===== config.mk =====
export PLATFORM = sky130hd
export DESIGN_NAME = ps_iter
export DESIGN_NICKNAME = d
export VERILOG_FILES = /design/src/rtl/ps_iter.sv
export SDC_FILE = /design/constraint.sdc
export NUM_CORES = 1
export LEC_CHECK = 0
export BUFFER_PORTS_ARGS = -buffer_cell sky130_fd_sc_hd__buf_2
export CORE_AREA = 5 5 251 253
export CTS_BUF_LIST = sky130_fd_sc_hd__clkbuf_16
export DETAILED_ROUTE_END_ITERATION = 10
export DIE_AREA = 0 0 256 258
export PLACE_DENSITY = 0.59
export SETUP_SLACK_MARGIN = 0.3
export SLEW_MARGIN = 10
export SYNTH_ARGS = -nofsm -noshare
export SYNTH_HDL_FRONTEND = slang
export SYNTH_SLANG_ARGS = --single-unit

===== constraint.sdc =====
create_clock -name clock_i -period 8.4 [get_ports clock_i]
set_input_delay 2.1 -clock clock_i [delete_from_list [all_inputs] [get_ports clock_i]]
set_output_delay 2.1 -clock clock_i [all_outputs]
set_load 0.02 [all_outputs]

===== src/rtl/ps_iter.sv =====
// Iterative ASCON substitution layer: applies the 5-bit S-box (or its inverse)
// to SBOX_PER_CYCLE columns of a 320-bit state per clock until all 64 are done.
module ps_iter #(
   parameter int SBOX_PER_CYCLE = 8
) (
   input  logic         clock_i,
   input  logic         reset_i,
   input  logic         start_i,
   input  logic         inv_i,
   input  logic [319:0] state_i,
   output logic [319:0] substitution_o,
   output logic         busy_o,
   output logic         done_o
);

   localparam int N  = 64 / SBOX_PER_CYCLE;
   localparam int CW = (N > 1) ? $clog2(N) : 1;

   generate
      if (SBOX_PER_CYCLE != 1 && SBOX_PER_CYCLE != 2 && SBOX_PER_CYCLE != 4 &&
          SBOX_PER_CYCLE != 8 && SBOX_PER_CYCLE != 16 && SBOX_PER_CYCLE != 32 &&
          SBOX_PER_CYCLE != 64) begin : g_bad_param
         $error("ps_iter: SBOX_PER_CYCLE must be a power of two between 1 and 64");
      end
   endgenerate

   typedef enum logic {IDLE = 1'b0, RUN = 1'b1} state_t;

   function automatic logic [4:0] sbox_fwd(input logic [4:0] x);
      logic [4:0] s;
      s = '0;
      case (x)
         5'd0:  s = 5'h04; 5'd1:  s = 5'h0b; 5'd2:  s = 5'h1f; 5'd3:  s = 5'h14;
         5'd4:  s = 5'h1a; 5'd5:  s = 5'h15; 5'd6:  s = 5'h09; 5'd7:  s = 5'h02;
         5'd8:  s = 5'h1b; 5'd9:  s = 5'h05; 5'd10: s = 5'h08; 5'd11: s = 5'h12;
         5'd12: s = 5'h1d; 5'd13: s = 5'h03; 5'd14: s = 5'h06; 5'd15: s = 5'h1c;
         5'd16: s = 5'h1e; 5'd17: s = 5'h13; 5'd18: s = 5'h07; 5'd19: s = 5'h0e;
         5'd20: s = 5'h00; 5'd21: s = 5'h0d; 5'd22: s = 5'h11; 5'd23: s = 5'h18;
         5'd24: s = 5'h10; 5'd25: s = 5'h0c; 5'd26: s = 5'h01; 5'd27: s = 5'h19;
         5'd28: s = 5'h16; 5'd29: s = 5'h0a; 5'd30: s = 5'h0f; 5'd31: s = 5'h17;
         default: s = '0;
      endcase
      return s;
   endfunction

   function automatic logic [4:0] sbox_inv(input logic [4:0] x);
      logic [4:0] s;
      s = '0;
      case (x)
         5'd0:  s = 5'h14; 5'd1:  s = 5'h1a; 5'd2:  s = 5'h07; 5'd3:  s = 5'h0d;
         5'd4:  s = 5'h00; 5'd5:  s = 5'h09; 5'd6:  s = 5'h0e; 5'd7:  s = 5'h12;
         5'd8:  s = 5'h0a; 5'd9:  s = 5'h06; 5'd10: s = 5'h1d; 5'd11: s = 5'h01;
         5'd12: s = 5'h19; 5'd13: s = 5'h15; 5'd14: s = 5'h13; 5'd15: s = 5'h1e;
         5'd16: s = 5'h18; 5'd17: s = 5'h16; 5'd18: s = 5'h0b; 5'd19: s = 5'h11;
         5'd20: s = 5'h03; 5'd21: s = 5'h05; 5'd22: s = 5'h1c; 5'd23: s = 5'h1f;
         5'd24: s = 5'h17; 5'd25: s = 5'h1b; 5'd26: s = 5'h04; 5'd27: s = 5'h08;
         5'd28: s = 5'h0f; 5'd29: s = 5'h0c; 5'd30: s = 5'h10; 5'd31: s = 5'h02;
         default: s = '0;
      endcase
      return s;
   endfunction

   state_t          r_state;
   state_t          w_state_nxt;
   logic [319:0]    r_work;
   logic [319:0]    w_work_nxt;
   logic [CW-1:0]   r_cnt;
   logic            r_mode;
   logic            r_done;
   logic            w_last;

   assign w_last = (r_cnt == CW'(N - 1));

   // Lane k holds x_k; x0 is the top 64 bits and the MSB of every column.
   always_comb begin
      logic [63:0] w_lane [5];
      logic [63:0] w_lane_out [5];
      logic [5:0]  w_idx;
      logic [4:0]  w_col;
      logic [4:0]  w_sub;
      w_lane[0] = r_work[319:256];
      w_lane[1] = r_work[255:192];
      w_lane[2] = r_work[191:128];
      w_lane[3] = r_work[127:64];
      w_lane[4] = r_work[63:0];
      w_lane_out = w_lane;
      w_idx = '0;
      w_col = '0;
      w_sub = '0;
      for (int i = 0; i < SBOX_PER_CYCLE; i++) begin
         w_idx = 6'(int'(r_cnt) * SBOX_PER_CYCLE + i);
         w_col = {w_lane[0][w_idx], w_lane[1][w_idx], w_lane[2][w_idx],
                  w_lane[3][w_idx], w_lane[4][w_idx]};
         w_sub = r_mode ? sbox_inv(w_col) : sbox_fwd(w_col);
         for (int k = 0; k < 5; k++) begin
            w_lane_out[k][w_idx] = w_sub[4-k];
         end
      end
      w_work_nxt = {w_lane_out[0], w_lane_out[1], w_lane_out[2],
                    w_lane_out[3], w_lane_out[4]};
   end

   always_comb begin
      w_state_nxt = r_state;
      case (r_state)
         IDLE:    if (start_i) w_state_nxt = RUN;
         RUN:     if (w_last)  w_state_nxt = IDLE;
         default: w_state_nxt = IDLE;
      endcase
   end

   always_ff @(posedge clock_i) begin
      if (reset_i) r_state <= IDLE;
      else         r_state <= w_state_nxt;
   end

   // The counter stops at N-1 on the final edge; the next start clears it.
   always_ff @(posedge clock_i) begin
      if (reset_i) begin
         r_work <= '0;
         r_cnt  <= '0;
         r_mode <= 1'b0;
         r_done <= 1'b0;
      end else begin
         r_done <= 1'b0;
         if (r_state == IDLE) begin
            if (start_i) begin
               r_work <= state_i;
               r_mode <= inv_i;
               r_cnt  <= '0;
            end
         end else begin
            r_work <= w_work_nxt;
            if (w_last) r_done <= 1'b1;
            else        r_cnt  <= r_cnt + 1'b1;
         end
      end
   end

   assign substitution_o = r_work;
   assign busy_o         = (r_state == RUN);
   assign done_o         = r_done;

endmodule


## Word-level counts from Yosys, hierarchy flattened

Memories as Yosys holds them, arrays and structs flattened.
Index checks and enable logic that the tools add are counted.

- Flip-flop bits (word level): 326
- ROM bits: 2,560
- Input port bits: 324
- Output and inout port bits: 322
- Logic and storage cells: 213
- Memories kept: 16

Memory list:

| memory | words | bits a word | read ports | clocked after memory_dff | write ports | RTL line | text |
|---|---|---|---|---|---|---|---|
| (no name shown) | 32 | 5 | 1 | 0 | 0 | 49 | `case (x)` |
| (no name shown) | 32 | 5 | 1 | 0 | 0 | 32 | `case (x)` |
| (no name shown) | 32 | 5 | 1 | 0 | 0 | 49 |  |
| (no name shown) | 32 | 5 | 1 | 0 | 0 | 32 |  |
| (no name shown) | 32 | 5 | 1 | 0 | 0 | 49 |  |
| (no name shown) | 32 | 5 | 1 | 0 | 0 | 32 |  |
| 10 more memories | - | - | - | - | - | - |  |

- $add $sub $neg: 8
- Order comparisons: 16
- Equal/unequal tests: 2
- Muxes and demuxes: 153
- Bitwise gates (word level): 1
- Reductions and logical operators: 12

Operators by type and width:

| cell | number |
|---|---|
| $bwmux 64 | 40 |
| $mux 320 | 2 |
| $bmux 1 s6 | 35 |
| $lt 6x7->1 const B | 8 |
| $mux 1 | 51 |
| $ge 6x1->1 const B | 8 |
| $demux 1 s6 | 7 |
| $mux 5 | 8 |
| $add 6x3->6 const B | 4 |
| $bmux 1 s3 | 5 |
| $add 6x2->6 const B | 2 |
| $mux 3 | 3 |
| $logic_and 1x1->1 | 8 |
| $add 6x1->6 const B | 1 |
| $reduce_and 2->1 | 2 |
| $add 3x1->3 const B | 1 |
| $demux 1 s3 | 1 |
| $eq 3x3->1 const B | 1 |
| $ne 2x2->1 const B | 1 |
| $pmux 1 s2 | 1 |
| $reduce_bool 2->1 | 1 |
| $reduce_or 2->1 | 1 |
| $not 1->1 | 1 |

## Logic depth before layout (Yosys ltp)

- Word-level depth: 13
- Gate-level depth with buffers: 17

## Worst setup path after synthesis

OpenSTA, ideal clock, no wires.

- Path type: input-to-reg
- From: input port reset_i
- To: register r_work[184] (netlist: substitution_o[184])
- Library setup time: 115 ps
- Arrival time: 3,407 ps
- Data required time: 8,285 ps
- Path slack: 4,878 ps
- Stages: 5
- Cells stage by stage: clkbuf_1 -> clkbuf_1 -> clkbuf_1 -> clkbuf_1 -> o21ba_2

RTL lines:

| item | RTL line | text |
|---|---|---|
| start: declaration | 7 | `input logic reset_i,` |
| end signal: assignment | 128 | `r_work <= state_i;` |
| end signal: assignment | 133 | `r_work <= w_work_nxt;` |
| end: declaration | 65 | `logic [319:0] r_work;` |

No word-level cell between the ends.

## Worst setup path in the final report

- From: register r_cnt[2]
- To: register r_work[105] (netlist: substitution_o[105])

- Cells in the longest elaborated chain, start to end: 13
- Elaborated cells on any way between the ends: 155
- Those cells by class: add/sub: 7; order compare: 14; mux: 111; reduce/logical: 7; memory: 16

Ends and longest elaborated chain:

| item | RTL line | text |
|---|---|---|
| start: declaration | 67 | `logic [CW-1:0] r_cnt;` |
| start signal: assignment | 135 | `else r_cnt <= r_cnt + 1'b1;` |
| $add 6x1->6, or another cell as far along | 91 | `w_idx = 6'(int'(r_cnt) * SBOX_PER_CYCLE + i);` |
| $bmux 1 s6, or another cell as far along | 92 | `w_col = {w_lane[0][w_idx], w_lane[1][w_idx], w_lane[2][w_idx],` |
| $mux 1 (implied by the code), or another cell as far along | 92 |  |
| $mem_v2 32x5, or another cell as far along | - |  |
| $mux 5, or another cell as far along | 94 | `w_sub = r_mode ? sbox_inv(w_col) : sbox_fwd(w_col);` |
| $bwmux 64 (6 in a row) | 96 | `w_lane_out[k][w_idx] = w_sub[4-k];` |
| $bwmux 64 (*) | 96 |  |
| $mux 320 (*) | 126 | `if (r_state == IDLE) begin` |

Mark *: on every way between the ends. The rest lies on a longest branch, timed or not. The select of a mux whose other input is x is not followed.
A chain may end at the register's enable or synchronous reset.

==> flow_summary.toml <==
[synth]
ys_top_cells_by_area = "dfxtp_1 (31%), nor2_1 (7.2%), mux4_2 (4.1%), a21oi_1 (4.0%), ha_1 (3.6%)"
synthMuxAreaShare = 0.115
synthesis.area_um2 = 21300
ys.flop_type = "dfxtp_1"
synth.distinct_cells = 107
synthCells = 2477
synth_xor_area_frac = 0.0188
synth_top_family_by_area = "compound AO/OA/AOI/OAI gates"
synth_edf_count = 0
synth_top_cell_area_share = 0.306
synth_fp_nets = 2863
ys_ff_latch = 326
synthArstFlopShare = 0
ys_warn_count = 0
seq_area_frac_synth = 0.306
avgSynthCellArea_um2 = 8.60
synthSimpleGateAreaFrac = 0.189
yosysTopAreaCell = "dfxtp_1"
yosysMostFrequentCell = "nor2_1"
yosys.area_share.adder = 0.0364
synth_common_cells = "nor2_1 (409), dfxtp_1 (326), a21oi_1 (172)"
synth_compound_area_frac = 0.275

[route]
first_pass_iters = 8
drt-initial-drc-count = 2860
viasPerCell = 6.35
wire_per_inst_um = 30.7
vias = 24183
drc = 0
ant_nets = 0
wirelength_um = 117000

[layout]
synthToLayoutAreaGrowth_pct = 22.5
layout.nets = 3366
drive_gt1_frac = 0.336
final_core_utilization = 0.429

[power]
p_leak_nw = 10.9
swShare = 0.423
seqPwrFrac = 0.318
clkPwrFrac = 0.281
cellPowerDensity_nw_per_um2 = 222
p_sw_w = 0.00245
peakVddDrop_mv = 0.124
intPower_w = 0.00334
comb_power_share = 0.401

[sta]
setup_viol = 0
setup_tns_ns = 0
skew_ns = 0.0216
fmax_ghz = 0.184
min_period_ns = 5.43
worstMarginPinSlew_ns = 1.37
relSlewSlack = 0.0869
grt_setup_unrepaired = "false"
finalHoldViolCount = 0
fin_crit_sh = 0.647
final_max_slew_viol_count = 0

[setup_path]
cp_slowest_stage_delay_ns = 1.15
r2r_slack_ns = 2.97
path_cells = "buf_4 > nor2b_1 > a21oi_1 > o211a_1 > ha_1 > nand2b_1 > mux2_2 > o211ai_2 > nor2_1 > nor4_1"
crit_type = "register to register"
critPathTopFamily = "simple AND/OR/NAND/NOR gates"
arrival_ns = 5.89
critPathLaunchType = "register"
endpoint_kind = "register"
critPathRequiredTime_ns = 8.86
cpMaxStageDelayCell = "nor2b_1"
cp.buffers_inverters = 1
worstPathMaxFanout = 60

[floorplan]
coreArea_um2 = 60800
rows = 91
ios = 646
start_util = 0.350
die_x_um = 256
fp.dieH_um = 258
die-area_um2 = 66000

[clocking]
cts_hold_buffers = 0
postCtsSetupRepairBufs = 0
htree_levels = 2
clock_latency_ns = 0.57
clkTransAtPathRegs_ns = 0.06
numCtsBuffers = 39
root_buffer = "clkbuf_16"
cts_sinks = 326
cts-resized-gates = 0
cts_tree = "done"
clock_path_buffers = 3

[job]
max_cap_viol_count = 0

[global_routing]
antenna_found_initial = 12
grt_pass1_wl_um = 166000
grt_start_max_net_pins = 152
track_usage = 0.330
grt_pass1_vias = 23781
grt_overflow = 0

[placement]
dp_hpwl_um = 84300
io_buffers = 645
gp_congestion = 0.980

[worst_hold_path]
hold_path_class = "register to register"

[run_status]
status = "finished clean"
path summary, 6_finish.rpt:
path / from / endpoint / cells after the start
worst min register to register: substitution_o[122] / substitution_o[122] / 2
worst max-delay path: r_cnt[2] / substitution_o[105] / 10
worst min-delay path: substitution_o[122] / substitution_o[122] / 2
worst max register to register: r_cnt[2] / substitution_o[105] / 10
kinds of logic after synthesis:
group / Yosys count
AND/OR/NAND/NOR: 851
buffers and inverters: 266
AO/OA/AOI/OAI: 760
adder cells (fa/ha/maj): 62
XOR/XNOR: 44
multiplexers: 168
flip-flops: 326
routing by layer:
layer | GRT usage | up-vias | wire length, um
met5 | 0 | - | 16
met3 | 0.0855 | 331 | 13100
met2 | 0.518 | 1748 | 52200
li1 | - | 10268 | -
met4 | 0.148 | 2 | 5980
met1 | 0.429 | 11834 | 45600
state kept, by name, summed over array words and instances, names as in the netlist:
signal	flops
substitution_o	320
r_cnt	3
done_o	1
r_mode	1
busy_o	1
cell usage in the layout, fill, tap and decap left out, types with 22 or more instances in the layout:
cell and instances:
nor3b_1 69, inv_1 27, a211oi_1 38, o22ai_1 83, nand3_1 22, o32ai_1 23
nor3_1 48, nand2_1 147, xnor2_1 37, mux2i_1 62, a2111oi_2 44, ha_1 62
a21oi_1 172, nor4_1 25, nand2b_1 31, nor2_1 404, clkbuf_16 39, mux4_2 39
dfxtp_1 321, buf_2 644, o21ai_0 64, buf_4 51, a22oi_1 101, a2111oi_0 27
mux2_2 38
power by group through the flow:
stage | registers, W | clock network [W] | logic, W
after floorplan | 0.00195 | 0 | 0.00135
after global placement | 0.00187 | 0 | 0.00223
after detailed placement | 0.00186 | 0 | 0.00226
after CTS | 0.00183 | 0.00163 | 0.00227
after global routing | 0.00185 | 0.00169 | 0.00244
final | 0.00184 | 0.00163 | 0.00232
per-stage QoR:
step	worst slack (ns)	cells	hold WS, ns	instance area (um2)	power (W)
floorplan	4.88	2477	0.568	21300	0.00330
global placement	3.36	3729	0.504	24900	0.00410
detailed placement	3.27	3729	0.506	24900	0.00413
CTS	3.23	3798	0.515	26100	0.00573
global route	3.03	3806	0.535	26100	0.00598
finish	2.97	3809	0.518	26100	0.00579
tightest hold or removal path, delay by kind of cell, from the launching register on:
family | cells | cell delay, ns
flip-flops | 1 | 0.32
AND/OR/NAND/NOR | 2 | 0.15
final cells by class:
type                            instances  area, um2
Tap cell                              790        988
Clock inverter                         30        199
Timing Repair Buffer                  698       3660
Multi-Input combinational cell       1885      13600
Antenna cell                           11       27.5
Fill cell                            6214      34700
Sequential cell                       326       6550
Inverter                               30        119
Clock buffer                           39        976
(Power assumes the default switching activity.)
